<file path="config.mk">
export PLATFORM = sky130hd
export DESIGN_NAME = seg7_scan_decoder
export DESIGN_NICKNAME = d
export VERILOG_FILES = /design/src/rtl/seg7_pkg.sv /design/src/rtl/seg7_pattern_decode.sv /design/src/rtl/seg7_scan_decoder.sv
export SDC_FILE = /design/constraint.sdc
export NUM_CORES = 1
export LEC_CHECK = 0
export BUFFER_PORTS_ARGS = -buffer_cell sky130_fd_sc_hd__buf_4
export CORE_MARGIN = 2
export CORE_UTILIZATION = 38
export CTS_CLUSTER_SIZE = 28
export DETAILED_ROUTE_END_ITERATION = 7
export HOLD_SLACK_MARGIN = 0.02
export MAX_ROUTING_LAYER = met4
export PLACE_DENSITY = 0.62
export SLEW_MARGIN = 20
export SYNTH_ARGS = -nofsm -noshare
export SYNTH_HDL_FRONTEND = slang
export SYNTH_SLANG_ARGS = --single-unit
</file>
<file path="constraint.sdc">
create_clock -name clk -period 3.1 [get_ports clk]
set_input_delay 0.155 -clock clk [delete_from_list [all_inputs] [get_ports clk]]
set_output_delay 0.155 -clock clk [all_outputs]
set_load 0.03 [all_outputs]
</file>
<file path="src/rtl/seg7_pkg.sv">
// Shared 7-segment definitions (active-low, index 0 = segment a) and the
// scan decoder's FSM state type.
package seg7_pkg;

    localparam logic [0:6] SEG_0     = 7'b0000001;
    localparam logic [0:6] SEG_1     = 7'b1001111;
    localparam logic [0:6] SEG_2     = 7'b0010010;
    localparam logic [0:6] SEG_3     = 7'b0000110;
    localparam logic [0:6] SEG_4     = 7'b1001100;
    localparam logic [0:6] SEG_5     = 7'b0100100;
    localparam logic [0:6] SEG_6     = 7'b0100000;
    localparam logic [0:6] SEG_7     = 7'b0001111;
    localparam logic [0:6] SEG_8     = 7'b0000000;
    localparam logic [0:6] SEG_9     = 7'b0000100;
    localparam logic [0:6] SEG_P     = 7'b0011000;
    localparam logic [0:6] SEG_L     = 7'b1110001;
    localparam logic [0:6] SEG_A     = 7'b0001000;
    localparam logic [0:6] SEG_Y     = 7'b1000100;
    localparam logic [0:6] SEG_H     = 7'b1001000;
    localparam logic [0:6] SEG_DASH  = 7'b1111110;
    localparam logic [0:6] SEG_BLANK = 7'b1111111;

    localparam int CNT_W = 8;

    typedef enum logic [1:0] {WAIT, SETTLE, HOLD} scan_state_t;

endpackage

</file>
<file path="src/rtl/seg7_pattern_decode.sv">
// Combinational lookup from an active-low segment pattern to its 4-bit code.
module seg7_pattern_decode
    import seg7_pkg::*;
(
    input  logic [0:6] seg,
    output logic [3:0] code,
    output logic       hit,
    output logic       blank
);

    always_comb begin
        code  = 4'd0;
        hit   = 1'b1;
        blank = 1'b0;
        case (seg)
            SEG_0:     code = 4'd0;
            SEG_1:     code = 4'd1;
            SEG_2:     code = 4'd2;
            SEG_3:     code = 4'd3;
            SEG_4:     code = 4'd4;
            SEG_5:     code = 4'd5;
            SEG_6:     code = 4'd6;
            SEG_7:     code = 4'd7;
            SEG_8:     code = 4'd8;
            SEG_9:     code = 4'd9;
            SEG_P:     code = 4'd10;
            SEG_L:     code = 4'd11;
            SEG_A:     code = 4'd12;
            SEG_Y:     code = 4'd13;
            SEG_H:     code = 4'd14;
            SEG_DASH:  code = 4'd15;
            SEG_BLANK: begin
                hit   = 1'b0;
                blank = 1'b1;
            end
            default:   hit = 1'b0;
        endcase
    end

endmodule

</file>
<file path="src/rtl/seg7_scan_decoder.sv">
// Monitors a multiplexed active-low 7-segment bus and recovers the code shown
// on each digit once its (digit, segments) pair has been stable long enough.
module seg7_scan_decoder
    import seg7_pkg::*;
#(
    parameter int NUM_DIGITS    = 4,
    parameter int STABLE_CYCLES = 4
) (
    input  logic                    clk,
    input  logic                    rst,
    input  logic [0:6]              seg_in,
    input  logic [NUM_DIGITS-1:0]   an_in,
    output logic [4*NUM_DIGITS-1:0] code_out,
    output logic [NUM_DIGITS-1:0]   valid_out,
    output logic [NUM_DIGITS-1:0]   err_out,
    output logic [NUM_DIGITS-1:0]   blank_out,
    output logic                    update
);

    localparam int SEL_W = (NUM_DIGITS > 1) ? $clog2(NUM_DIGITS) : 1;
    localparam logic [CNT_W-1:0] STABLE = CNT_W'(STABLE_CYCLES);

    logic [0:6]            seg_s1, seg_s2;
    logic [NUM_DIGITS-1:0] an_s1, an_s2;

    always_ff @(posedge clk or posedge rst) begin
        if (rst) begin
            seg_s1 <= '1;
            seg_s2 <= '1;
            an_s1  <= '1;
            an_s2  <= '1;
        end else begin
            seg_s1 <= seg_in;
            seg_s2 <= seg_s1;
            an_s1  <= an_in;
            an_s2  <= an_s1;
        end
    end

    // A select exists only when exactly one enable is low.
    logic [SEL_W-1:0] sel_idx;
    logic             sel_vld;
    logic [3:0]       nlow;

    always_comb begin
        sel_idx = '0;
        nlow    = 4'd0;
        for (int i = 0; i < NUM_DIGITS; i++) begin
            if (!an_s2[i]) begin
                nlow    = nlow + 4'd1;
                sel_idx = SEL_W'(i);
            end
        end
        sel_vld = (nlow == 4'd1);
    end

    logic [3:0] dec_code;
    logic       dec_hit, dec_blank;

    seg7_pattern_decode u_dec (
        .seg   (seg_s2),
        .code  (dec_code),
        .hit   (dec_hit),
        .blank (dec_blank)
    );

    scan_state_t      state, state_n;
    logic [CNT_W-1:0] cnt, cnt_n, cnt_inc;
    logic [SEL_W-1:0] ref_sel;
    logic [0:6]       ref_seg;
    logic             load, capture, same;

    always_ff @(posedge clk or posedge rst) begin
        if (rst) begin
            state   <= WAIT;
            cnt     <= '0;
            ref_sel <= '0;
            ref_seg <= '1;
        end else begin
            state <= state_n;
            cnt   <= cnt_n;
            if (load) begin
                ref_sel <= sel_idx;
                ref_seg <= seg_s2;
            end
        end
    end

    always_comb begin
        state_n = state;
        cnt_n   = cnt;
        load    = 1'b0;
        capture = 1'b0;
        same    = (sel_idx == ref_sel) && (seg_s2 == ref_seg);
        cnt_inc = (cnt == '1) ? cnt : cnt + 1'b1;
        if (!sel_vld) begin
            state_n = WAIT;
            cnt_n   = '0;
        end else begin
            case (state)
                WAIT: begin
                    state_n = SETTLE;
                    cnt_n   = CNT_W'(1);
                    load    = 1'b1;
                end
                SETTLE: begin
                    if (!same) begin
                        cnt_n = CNT_W'(1);
                        load  = 1'b1;
                    end else begin
                        cnt_n = cnt_inc;
                        if (cnt_inc >= STABLE) begin
                            capture = 1'b1;
                            state_n = HOLD;
                        end
                    end
                end
                HOLD: begin
                    if (!same) begin
                        state_n = SETTLE;
                        cnt_n   = CNT_W'(1);
                        load    = 1'b1;
                    end
                end
                default: begin
                    state_n = WAIT;
                    cnt_n   = '0;
                end
            endcase
        end
    end

    // Blank and unrecognised captures keep the last good code on that digit.
    always_ff @(posedge clk or posedge rst) begin
        if (rst) begin
            code_out  <= '0;
            valid_out <= '0;
            err_out   <= '0;
            blank_out <= '0;
            update    <= 1'b0;
        end else begin
            update <= capture;
            for (int d = 0; d < NUM_DIGITS; d++) begin
                if (capture && sel_idx == SEL_W'(d)) begin
                    if (dec_hit) code_out[4*d +: 4] <= dec_code;
                    valid_out[d] <= dec_hit;
                    err_out[d]   <= !dec_hit && !dec_blank;
                    blank_out[d] <= dec_blank;
                end
            end
        end
    end

endmodule

</file>
==> impl_metrics.env <==
export IMPL_critPathSlowestCell="dfstp_2"
export IMPL_cts_buffers=9
export IMPL_die_h_um=103
export IMPL_p_leak_nw=2.08
export IMPL_root_buffer="clkbuf_8"
export IMPL_hold_violations=0
export IMPL_first_global_vias=2739
export IMPL_synth_flop_cell="dfrtp_1"
export IMPL_io_buffers=41
export IMPL_grt_max_degree=41
export IMPL_grt_pass1_wl_mm=13.3
export IMPL_maxSlewHeadroom=0.549
export IMPL_ys_seq_elements=70
export IMPL_synthCells=322
export IMPL_slew_viol_final=0
export IMPL_synth_area_per_cell_um2=11.5
export IMPL_synth_fa_ha_area_frac=0.0304
export IMPL_hp_class="reg -> reg"
export IMPL_pin_count=42
export IMPL_place_congestion=0.922
export IMPL_multiInputGateArea_mm2=0.00183
export IMPL_end_kind="flop"
export IMPL_die_area_mm2=0.0106
export IMPL_n_antenna_cell=0
export IMPL_hpwl_mm=5.57
export IMPL_die_x_um=103
export IMPL_place_inst=495
export IMPL_grt_use_total=0.167
export IMPL_fin_crit_sh=0.966
export IMPL_synth_cell_type_count=66
export IMPL_vias_per_cell=5.25
export IMPL_total_power_mw=2.51
export IMPL_layout_min_cycle_time_ns=2.99
export IMPL_ff_latch_area_mm2=0.00179
export IMPL_htree_levels=3
export IMPL_detail_route_antenna_nets=0
export IMPL_critPathKind="reg -> reg"
export IMPL_drt_initial_drc_count=130
export IMPL_fmax_mhz=334
export IMPL_cts_sinks=70
export IMPL_final_nets=412
export IMPL_synth_simple_area_share=0.177
export IMPL_crit_arrival_ns=3.24
export IMPL_ys_seq_area_frac=0.482
export IMPL_setup_violations_final=0
export IMPL_fill_cells=909
export IMPL_placeableCoreArea_mm2=0.00964
export IMPL_wirelength_mm=7.90
export IMPL_synth_edf_count=0
export IMPL_globalRouteOverflowTotal=0
export IMPL_grt_antenna_before_repair=0
export IMPL_via_count=2770
export IMPL_area_delta_synth_final_pct=25.8
export IMPL_rows=36
export IMPL_cts_buffer_depth=2
export IMPL_worst_pin_slew_ns=0.675
export IMPL_peakVddDrop_mv=0.295
export IMPL_synthesis_nets=344
export IMPL_drcViolationCount=0
export IMPL_status="completed"
export IMPL_powerDensity_mw_per_mm2=538
export IMPL_synth_compound_area_frac=0.136
export IMPL_synth_top_family_by_area="simple AND/OR/NAND/NOR gates"
export IMPL_drtPass1Iterations=4
export IMPL_crit_path_max_incr_delay_ns=0.53
export IMPL_async_flop_share=1.00
export IMPL_instances_no_fill=528
export IMPL_synth_xor_area_frac=0.0236
export IMPL_syn_area_mm2=0.00371
export IMPL_cp_start_kind="flop"
export IMPL_start_util=0.385
export IMPL_synthMuxAreaShare=0.111
export IMPL_worstPathCellList="inv_1 > ha_4 > xnor2_2 > ha_1 > or2_4 > o221ai_2 > o211a_1 > nand3_4 > nor4_4 > mux2_4"
export IMPL_cts_tree="done"
export IMPL_insertion_delay_ns=0.36
export IMPL_drive_gt1_frac=0.413
export IMPL_fin_skew_ns=0.0102
export IMPL_maxCapViolCount=0
export IMPL_worstPathMaxFanout=5
export IMPL_ys_warn_count=0
export IMPL_clk_pin_slew_worst_paths_ns=0.08
export IMPL_critPathRequiredTime_ns=3.35
export IMPL_routedWlPerCell_um=15.0
[cell usage in the layout, fill, tap and decap left out, types with 3 or more instances in the layout]
cell            n
buf_4          58
dfrtp_1        41
dfstp_2        29
mux2_2         26
nor2_1         16
nand2_1        15
nand3_1        14
inv_1          13
dlygate4sd3_1  12
a21oi_1        10
clkbuf_8       10
xnor2_1         9
nor3_1          9
ha_1            8
nand4_1         6
mux2_4          6
o21ai_0         5
o211ai_1        5
nand2b_1        5
and3_1          5
a31oi_1         5
and2_1          4
nand3b_1        4
nor3_2          4
o31ai_1         4
o211a_1         3
a2111oi_0       3
a41oi_1         3
o22a_1          3
nor4_1          3
a21o_1          3
mux2i_1         3
nor4_4          3
[repair_timing]
item | in CTS | in global routing
hold endpoints to repair | 27 | 0
setup endpoints to repair | 4 | 37
setup buffers | 2 | 2
gates cloned | 1 | 0
gates resized for setup | 2 | 7
hold buffers | 12 | 0
pin swaps | 2 | 5
[report_power, final]
group          internal (mW)  switching [mW]  total, mW
clock network          0.481           0.369      0.850
logic                  0.260           0.282      0.542
registers               1.05          0.0727       1.12
total                   1.79           0.724       2.51
[cells in the mapped netlist, types with 2 or more instances]
cell type,n,area share
a2111oi_0,3,0.0071
a21boi_0,2,0.0040
a21o_1,3,0.0061
a21oi_1,10,0.014
a31oi_1,5,0.0084
a41oi_1,3,0.0071
and2_1,4,0.0067
and3_1,5,0.0084
buf_2,6,0.0081
buf_6,3,0.0091
clkbuf_1,6,0.0061
dfrtp_1,41,0.28
dfstp_2,29,0.21
ha_1,9,0.030
inv_1,14,0.014
mux2_1,4,0.012
mux2_2,26,0.079
mux2_4,3,0.012
mux2i_1,3,0.0081
nand2_1,15,0.015
nand2b_1,5,0.0084
nand3_1,14,0.019
nand3b_1,4,0.0081
nand4_1,6,0.010
nor2_1,16,0.016
nor3_1,9,0.012
nor3_2,4,0.011
nor4_1,3,0.0051
nor4_4,3,0.017
o211a_1,3,0.0081
o211ai_1,5,0.010
o21ai_0,6,0.0081
o22a_1,3,0.0071
o31ai_1,4,0.0081
o41a_1,2,0.0061
or4b_1,2,0.0054
xnor2_1,10,0.024
[registers in the layout, summed over array words and instances, names as in the netlist]
signal / cells
an_s1: 4
an_s2: 4
blank_out: 4
cnt: 8
code_out: 16
err_out: 4
ref_seg: 7
ref_sel: 2
seg_s1: 7
seg_s2: 7
state: 2
update: 1
valid_out: 4
[path summary, 6_finish.rpt]
path | from | to | slack (ns) | cells past startpoint
setup / recovery | an_s2[0] | code_out[9] | 0.11 | 10
hold / removal | an_s1[2] | an_s2[2] | 0.35 | 0
setup reg to reg | an_s2[0] | code_out[9] | 0.11 | 10
hold reg to reg | an_s1[2] | an_s2[2] | 0.35 | 0
max in group asynchronous | rst | seg_s2[2] | 1.94 | 4
min in group asynchronous | rst | code_out[13] | 0.47 | 3
[routing by layer]
metal / up-vias / share of wire / global-route usage
met5: - / 0 / -
met4: 0 / 0.025 / 0.0698
met3: 20 / 0.045 / 0.0427
met2: 68 / 0.48 / 0.254
met1: 1348 / 0.45 / 0.213
li1: 1334 / - / -
[logic make-up (layout without fill, tap and decap cells)]
| family | after synthesis | count (layout) |
|---|---|---|
| and+or+nand+nor | 103 | 104 |
| DFF | 70 | 70 |
| AOI/OAI and AO/OA | 63 | 63 |
| muxes | 36 | 36 |
| buffers and inverters | 31 | 103 |
| xor gates and xnor gates | 10 | 10 |
| adders and majority gates | 9 | 9 |
[worst max-delay path, delay by kind of cell (launching register included)]
family	cells	cell delay, ns
compound gates	2	0.41
buf+inv	1	0.06
mux	1	0.34
fa+ha+maj	2	0.54
xor+xnor	1	0.13
flops	1	0.53
simple gates	3	0.88
[area by class of cell]
| cell class | instances | share of cell area |
|---|---|---|
| sequential | 70 | 0.383 |
| multi-input combinational | 222 | 0.392 |
| clock buffer | 10 | 0.0295 |
| tap | 133 | 0.0357 |
| inverter | 15 | 0.0121 |
| clock inverter | 6 | 0.0199 |
| timing repair buffer | 72 | 0.128 |
[per-stage QoR]
stage / setup slack (ns) / area, um2 / utilization / hold WS (ns) / TNS [ns]
2_1_floorplan: 0.0397 / 3710 / - / 0.159 / 0
3_3_place_gp: 0.0728 / 4230 / 0.439 / 0.263 / 0
3_5_place_dp: -0.00105 / 4230 / 0.439 / 0.264 / -0.00105
4_1_cts: 0.0274 / 4610 / 0.478 / 0.357 / 0
5_1_grt: -0.0101 / 4660 / 0.484 / 0.359 / -0.0262
6_report: 0.107 / 4660 / 0.484 / 0.354 / 0
Power figures use the tool's default switching activity.
